==> src/rtl/adder_share_arbiter.sv <==
// adder_share_arbiter: one shared WIDTH-bit adder, round-robin granted among
// NUM_REQ valid/ready requesters, result held in a single tagged output register.
module adder_share_arbiter #(
    parameter int NUM_REQ = 4,
    parameter int WIDTH   = 8,
    localparam int IDW    = $clog2(NUM_REQ)
) (
    input  logic                     clk,
    input  logic                     rst,
    input  logic [NUM_REQ-1:0]       req_valid,
    output logic [NUM_REQ-1:0]       req_ready,
    input  logic [NUM_REQ*WIDTH-1:0] req_a,
    input  logic [NUM_REQ*WIDTH-1:0] req_b,
    output logic                     rsp_valid,
    input  logic                     rsp_ready,
    output logic [WIDTH-1:0]         rsp_sum,
    output logic                     rsp_carry,
    output logic [IDW-1:0]           rsp_id,
    output logic                     busy
);

    typedef enum logic {EMPTY, FULL} state_t;

    state_t             state_q;
    state_t             state_d;
    logic [IDW-1:0]     last_grant;
    logic [IDW-1:0]     winner;
    logic [IDW-1:0]     cand;
    logic               any_valid;
    logic               slot_free;
    logic               load;
    logic [WIDTH-1:0]   op_a_p0;
    logic [WIDTH-1:0]   op_b_p0;
    logic [WIDTH:0]     sum_wide_p0;
    logic               vld_p1;
    logic [WIDTH-1:0]   sum_p1;
    logic               carry_p1;
    logic [IDW-1:0]     id_p1;

    // Full-width add keeping the carry-out as the top bit.
    function automatic logic [WIDTH:0] add_wide(input logic [WIDTH-1:0] a,
                                                input logic [WIDTH-1:0] b);
        return {1'b0, a} + {1'b0, b};
    endfunction

    assign any_valid = |req_valid;
    assign vld_p1    = (state_q == FULL);
    assign slot_free = !vld_p1 || rsp_ready;
    assign load      = slot_free && any_valid;

    // Round-robin search: first valid requester after last_grant, wrapping.
    always_comb begin
        winner = '0;
        cand   = '0;
        for (int k = NUM_REQ; k >= 1; k--) begin
            cand = IDW'((int'(last_grant) + k) % NUM_REQ);
            if (req_valid[cand]) begin
                winner = cand;
            end
        end
    end

    // Grant is one-hot on the winner whenever the result slot can take a value.
    always_comb begin
        req_ready = '0;
        op_a_p0   = '0;
        op_b_p0   = '0;
        for (int i = 0; i < NUM_REQ; i++) begin
            if (winner == IDW'(i)) begin
                req_ready[i] = load;
                op_a_p0      = req_a[i*WIDTH +: WIDTH];
                op_b_p0      = req_b[i*WIDTH +: WIDTH];
            end
        end
        sum_wide_p0 = add_wide(op_a_p0, op_b_p0);
    end

    // Next-state logic for the output slot.
    always_comb begin
        state_d = state_q;
        case (state_q)
            EMPTY: if (any_valid) state_d = FULL;
            FULL:  if (rsp_ready && !any_valid) state_d = EMPTY;
            default: state_d = EMPTY;
        endcase
    end

    // Slot occupancy state register.
    always_ff @(posedge clk or posedge rst) begin
        if (rst) begin
            state_q <= EMPTY;
        end else begin
            state_q <= state_d;
        end
    end

    // ---- stage p0 -> p1: capture granted sum, tag and advance the pointer ----
    // Result register and grant pointer load together on every transfer.
    always_ff @(posedge clk or posedge rst) begin
        if (rst) begin
            sum_p1     <= '0;
            carry_p1   <= 1'b0;
            id_p1      <= '0;
            last_grant <= IDW'(NUM_REQ - 1);
        end else if (load) begin
            sum_p1     <= sum_wide_p0[WIDTH-1:0];
            carry_p1   <= sum_wide_p0[WIDTH];
            id_p1      <= winner;
            last_grant <= winner;
        end
    end

    assign rsp_valid = vld_p1;
    assign rsp_sum   = sum_p1;
    assign rsp_carry = carry_p1;
    assign rsp_id    = id_p1;
    assign busy      = vld_p1 || any_valid;

endmodule

==> config.mk <==
export PLATFORM = sky130hd
export DESIGN_NAME = adder_share_arbiter
export DESIGN_NICKNAME = d
export VERILOG_FILES = /design/src/rtl/adder_share_arbiter.sv
export SDC_FILE = /design/constraint.sdc
export NUM_CORES = 1
export LEC_CHECK = 0
export CORE_MARGIN = 4
export CORE_UTILIZATION = 41
export CTS_CLUSTER_DIAMETER = 30
export DETAILED_ROUTE_END_ITERATION = 6
export PLACE_DENSITY = 0.85
export SYNTH_ARGS = -nofsm -noshare
export SYNTH_HDL_FRONTEND = slang
export SYNTH_SLANG_ARGS = --single-unit
==> constraint.sdc <==
create_clock -name clk -period 8 [get_ports clk]
set_clock_uncertainty 0.2 [all_clocks]
set_input_delay 1.6 -clock clk [delete_from_list [all_inputs] [get_ports clk]]
set_output_delay 1.6 -clock clk [all_outputs]
set_load 0.005 [all_outputs]
==> qor.txt, run 1 <==
total number of vias - 1477
Final Cycle Share - 71.4%
drt drc - 0
clock root buffer - clkbuf_8
Reg clk slew, reported paths - 0.06 ns
Clock Tree Buf Depth - 2
global-route wire length before repair - 5490 um
worst hold slack - 0.282 ns
row count - 21
Syn Inst Count - 167
CP cell instances - clkdlybuf4s50_1 > nand2b_1 > o22ai_1 > a21o_1 > or2_2 > nor2_1 > clkdlybuf4s50_1
GR Util All Layers - 15.2%
Worst EP required - 6.20 ns
Slowest-stage cell, CP - a21o_1
dominant cells by area after synthesis - mux2i_1 (32%), dfrtp_1 (20%), ha_1 (6.7%)
RePlAce Congestion - 0.701
Die Width - 68.6 um
Power Internal - 0.000327 W
Post-CTS Setup Repair Bufs - 0
share of cells above drive strength 1 - 4.38%
Filler Cell Count - 267
Pre-antenna DRT Iters - 4
PortBufs - 87
total CTS buffers - 3
run status - complete, no violations
Fmax - 0.175 GHz
yosys synthesis warning count - 0
startpoint class of the critical path - primary input
Fin Setup TNS - 0 ns
total power - 0.000512 W
RSZ-0062 raised after global routing - false
r2r startpoint - last_grant[0]$_DFFE_PP1P_
fin crit period - 5.71 ns
most frequent cells in the layout - clkdlybuf4s50_1 (87), mux2i_1 (48), nand2_1 (19), dfrtp_1 (12), o21ai_0 (11)
gr ovfl total - 0
Vias/cell - 4.97
DP HPWL - 3230 um
CTS Hold Bufs - 0
Max Cap Violations - 0
Slew HR - 36.2%
placed cells - 293
switch share - 36.2%
Max VDD drop - 0.148 mV
clk_lat worst skew - 0.24 ns
leading cell type in the layout, fill and taps excluded - clkdlybuf4s50_1
Multi-input gate area - 1050 um2
Post-Syn Nets - 247
Seq/Total Area, Yosys - 23.4%
post-CTS resize count - 0
TritonCTS clock tree - built
CP Launch Point - req_valid[1]
ANT nets after route - 0
Comb power frac - 64.0%
worst reg-to-reg path cell count - 14
hold endpoint - rsp_id[1]$_DFFE_PP0P_
CP Class - primary input to output pin
Max FO, Critical Path - 21
Netlist cell types - 34
final non-filler cell total - 297
Sequential Power Share - 22.7%
cell taking the most area after synthesis - mux2i_1
H-tree depth - 1
Leak - 1.11 nW
register bit count reported by yosys - 14
Clk pwr share - 13.4%
Final setup viols - 0
Starting Density - 43.7%
WL/cell - 12.7 um
core area - 3440 um2
area added between synthesis and finish - 60.8%
end of the worst register-to-register path - rsp_carry$_DFFE_PP0P_
critical path's largest stage delay - 0.74 ns
crit-path most repeated cell - clkdlybuf4s50_1
register area - 353 um2
TritonCTS sink count - 14
Synth top area share - 31.9%
fin util - 70.3%
total routed wirelength - 3790 um
vias in the first global route - 1304
iteration-0 DRC count of the detailed router - 28
Worst Path Arrival - 3.91 ns
r2r setup slk - 4.31 ns
Die Y-Extent - 68.6 um
P_sw - 0.000186 W
Worst Hold Path Cells - 2
pwr/cell area - 212 nW/um2
ant diodes - 0
Slew @ Worst Pin - 0.957 ns
die area - 4700 um2
Slew Limit Fails - 0
io pins - 88
fin nets - 332
worst hold path type - flip-flop to flip-flop
HP Start - rsp_id[1]$_DFFE_PP0P_
pin count of the biggest net entering global routing - 39
Synth Cell Area - 1510 um2
initial antenna violation count - 0
Syn Area/Cell - 9.01 um2
Fin. Hold Viols - 0
kind of end point of the critical path - output pin
==> cells in the mapped netlist <==
cell	number
a211oi_1	2
a211oi_2	1
a21o_1	3
a21oi_1	8
a22o_1	1
a31oi_1	2
and3_1	1
buf_12	2
buf_2	2
buf_6	2
clkbuf_1	1
clkbuf_4	1
dfrtp_1	12
dfstp_2	2
fa_1	1
ha_1	8
inv_1	8
mux2_2	2
mux2i_1	48
nand2_1	19
nand2b_1	3
nand3_1	1
nor2_1	10
nor2b_1	2
nor3_1	3
nor4_1	1
o21a_1	1
o21ai_0	11
o21bai_1	2
o22ai_1	1
o31ai_1	2
or2_2	1
xnor2_1	1
xor2_1	2
==> power by group through the flow <==
stage | sequential (W) | combinational (W) | clock (W)
final | 0.000116 | 0.000328 | 0.0000685
after global routing | 0.000120 | 0.000367 | 0.0000738
after CTS | 0.000117 | 0.000334 | 0.0000702
after detailed placement | 0.000118 | 0.000333 | 0
after global placement | 0.000117 | 0.000330 | 0
after floorplan | 0.000117 | 0.000217 | 0
==> worst max-delay path, delay by kind of cell <==
kind | cells | cell delay (ns)
AND/OR/NAND/NOR | 3 | 0.43
buffers and inverters | 2 | 1.01
AO/OA/AOI/OAI | 2 | 0.88
==> worst max-delay path by stage <==
| stage | cells after the start | slack, ns | to |
|---|---|---|---|
| 6_report | 7 | 2.29 | req_ready[3] |
| 5_1_grt | 7 | 2.11 | req_ready[3] |
| 4_1_cts | 7 | 2.26 | req_ready[3] |
| 3_5_place_dp | 7 | 2.27 | req_ready[3] |
| 3_3_place_gp | 7 | 2.29 | req_ready[3] |
| 2_1_floorplan | 4 | 3.68 | req_ready[0] |
==> metrics by stage <==
stage	setup WS [ns]	cell area (um2)
floorplan	3.68	1510
global placement	2.29	2360
detailed placement	2.27	2360
CTS	2.26	2420
global route	2.11	2420
finish	2.29	2420
==> flip-flops by register name (all words and copies together) (netlist names) <==
| signal | count |
|---|---|
| last_grant | 2 |
| rsp_carry | 1 |
| rsp_id | 2 |
| rsp_sum | 8 |
| rsp_valid | 1 |
==> area by class of cell <==
| class | count | share of cell area [%] |
|---|---|---|
| Multi-Input combinational cell | 137 | 43.2 |
| Timing Repair Buffer | 88 | 36.3 |
| Sequential cell | 14 | 14.6 |
| Tap cell | 46 | 2.38 |
| Clock buffer | 4 | 2.28 |
| Inverter | 8 | 1.24 |
==> logic make-up (layout without fill, tap and decap cells) <==
group	after synthesis	in the layout	synth area share, %
DFF	14	14	23.4
buffers and inverters	16	100	7.56
xor gates and xnor gates	3	3	1.75
adders and majority gates	9	9	7.98
and+or+nand+nor	41	41	11.9
muxes	50	50	33.4
AOI/OAI and AO/OA	34	34	14.0
==> routing by layer <==
layer / wire length [um] / global-route usage [%]
met1: 1470 / 16.4
met2: 2010 / 28.5
met3: 278 / 4.38
met4: 27 / 3.97
met5: 0 / 0
No activity file was read; power rests on OpenSTA's default activity.
==> inputs of run 2 (changes only) <==
CORE_UTILIZATION = 35   (was 41)
PLACE_DENSITY = 0.77   (was 0.85)
clock period = 4.7 ns   (was 8 ns; I/O delays follow)
==> qor.txt, run 2 (synthesis results as in run 1) <==
run status - complete, no violations
Clock Tree Buf Depth - 2
Die Y-Extent - 73.6 um
H-tree depth - 1
global-route wire length before repair - 6290 um
clock root buffer - clkbuf_8
row count - 23
pin count of the biggest net entering global routing - 39
most frequent cells in the layout - clkdlybuf4s50_1 (87), mux2i_1 (48), nand2_1 (19), dfrtp_1 (12), o21ai_0 (11)
Starting Density - 36.8%
Post-CTS Setup Repair Bufs - 0
iteration-0 DRC count of the detailed router - 45
Clk pwr share - 13.2%
Max Cap Violations - 0
Fin Setup TNS - 0 ns
total routed wirelength - 4010 um
crit-path most repeated cell - clkdlybuf4s50_1
Final Cycle Share - 88.5%
DP HPWL - 3410 um
Fin. Hold Viols - 0
Worst EP required - 3.56 ns
area added between synthesis and finish - 63.4%
fin nets - 335
Pre-antenna DRT Iters - 4
worst hold slack - 0.279 ns
post-CTS resize count - 0
Fmax - 0.240 GHz
Max VDD drop - 0.154 mV
fin crit period - 4.16 ns
Largest register FFs - 8
Max FO, Critical Path - 38
Filler Cell Count - 399
share of cells above drive strength 1 - 5.51%
Slowest-stage cell, CP - clkdlybuf4s50_1
ant diodes - 0
crit path buf inv count - 4
gr ovfl total - 0
Final setup viols - 0
Area after DPL - 2400 um2
Worst Path Arrival - 3.02 ns
GR Util All Layers - 14.7%
startpoint class of the critical path - primary input
worst hold path type - flip-flop to flip-flop
CTS Hold Bufs - 0
PortBufs - 87
core area - 4090 um2
TritonCTS clock tree - built
Power Internal - 0.000566 W
Leak - 1.13 nW
die area - 5410 um2
RSZ-0062 raised after global routing - false
CP cell instances - clkdlybuf4s50_1 > inv_1 > a22o_1 > a211oi_4 > buf_12 > nor2b_1 > clkdlybuf4s50_1
switch share - 36.5%
leading cell type in the layout, fill and taps excluded - clkdlybuf4s50_1
ANT nets after route - 0
clk_lat worst skew - 0.25 ns
Die Width - 73.6 um
WL/cell - 13.2 um
drt drc - 0
Sequential Power Share - 22.3%
Slew HR - 56.6%
Vias/cell - 4.90
CP Class - primary input to output pin
kind of end point of the critical path - output pin
initial antenna violation count - 0
total number of vias - 1490
Slew Limit Fails - 0
fin area - 2460 um2
vias in the first global route - 1427
fin util - 60.2%
Comb power frac - 64.5%
io pins - 88
critical path's largest stage delay - 0.52 ns
TritonCTS sink count - 14
total CTS buffers - 3
Slew @ Worst Pin - 0.645 ns
pwr/cell area - 362 nW/um2
delay-heaviest family, CP - buffers and inverters
RePlAce Congestion - 0.758
P_sw - 0.000325 W
Reg clk slew, reported paths - 0.05 ns
[run 2: cell count changes in the layout (fill, tap and decap cells not counted)]
cell / delta
buf_12: +1
buf_4: +2
[run 2: area by class of cell]
type,instances,area (um2),area share (%)
clock buffer,4,55.1,2.24
inverter,8,30.0,1.22
sequential,14,353,14.3
timing repair buffer,91,913,37.1
multi-input combinational,137,1050,42.5
tap,50,62.6,2.54
[run 2: worst paths after layout]
check	start	endpoint	slack (ns)	depth (start not counted)
max	req_valid[0]	req_ready[2]	0.54	7
min	rsp_id[1]$_DFFE_PP0P_	rsp_id[1]$_DFFE_PP0P_	0.28	2
max reg2reg	last_grant[0]$_DFFE_PP1P_	rsp_carry$_DFFE_PP0P_	1.25	14
min reg2reg	rsp_id[1]$_DFFE_PP0P_	rsp_id[1]$_DFFE_PP0P_	0.28	2
max in group asynchronous	rst	last_grant[1]$_DFFE_PP1P_	3.11	2
min in group asynchronous	rst	rsp_valid$_DFF_PP0_	0.83	2
[run 2: metrics by stage]
stage	setup WS, ns	instances	total power [W]
floorplan	1.19	167	0.000569
global placement	0.398	300	0.000778
detailed placement	0.282	300	0.000784
CTS	0.502	304	0.000904
global route	0.251	304	0.000978
finish	0.539	304	0.000891
[run 2: per-layer routing]
layer  routed length, um  track usage [%]  up-vias  part of all wire (%)
met5                   0                0        -                     0
met4                  43             4.23        0                   1.1
met3                 266             3.15        5                   6.6
met2                2130             26.9       44                    53
met1                1570             16.9      668                    39
li1                    -                -      773                     -
[run 2: power groups by stage]
stage	registers, W	clock network (W)	logic, W
after floorplan	0.000199	0	0.000370
after global placement	0.000200	0	0.000578
after detailed placement	0.000200	0	0.000584
after CTS	0.000198	0.000121	0.000585
after global routing	0.000204	0.000126	0.000648
final	0.000198	0.000118	0.000575
[run 2: worst reg2reg max path, cell delays in order (launching register included)]
cell and delay, ns:
dfstp_2 0.54, inv_1 0.05, a22o_1 0.22, a211oi_4 0.28
buf_12 0.28, mux2i_1 0.24, mux2i_1 0.10, ha_1 0.23
inv_1 0.08, fa_1 0.20, nor2b_1 0.07, o31ai_1 0.40
a21oi_1 0.16, o21ai_0 0.18, a31oi_1 0.09
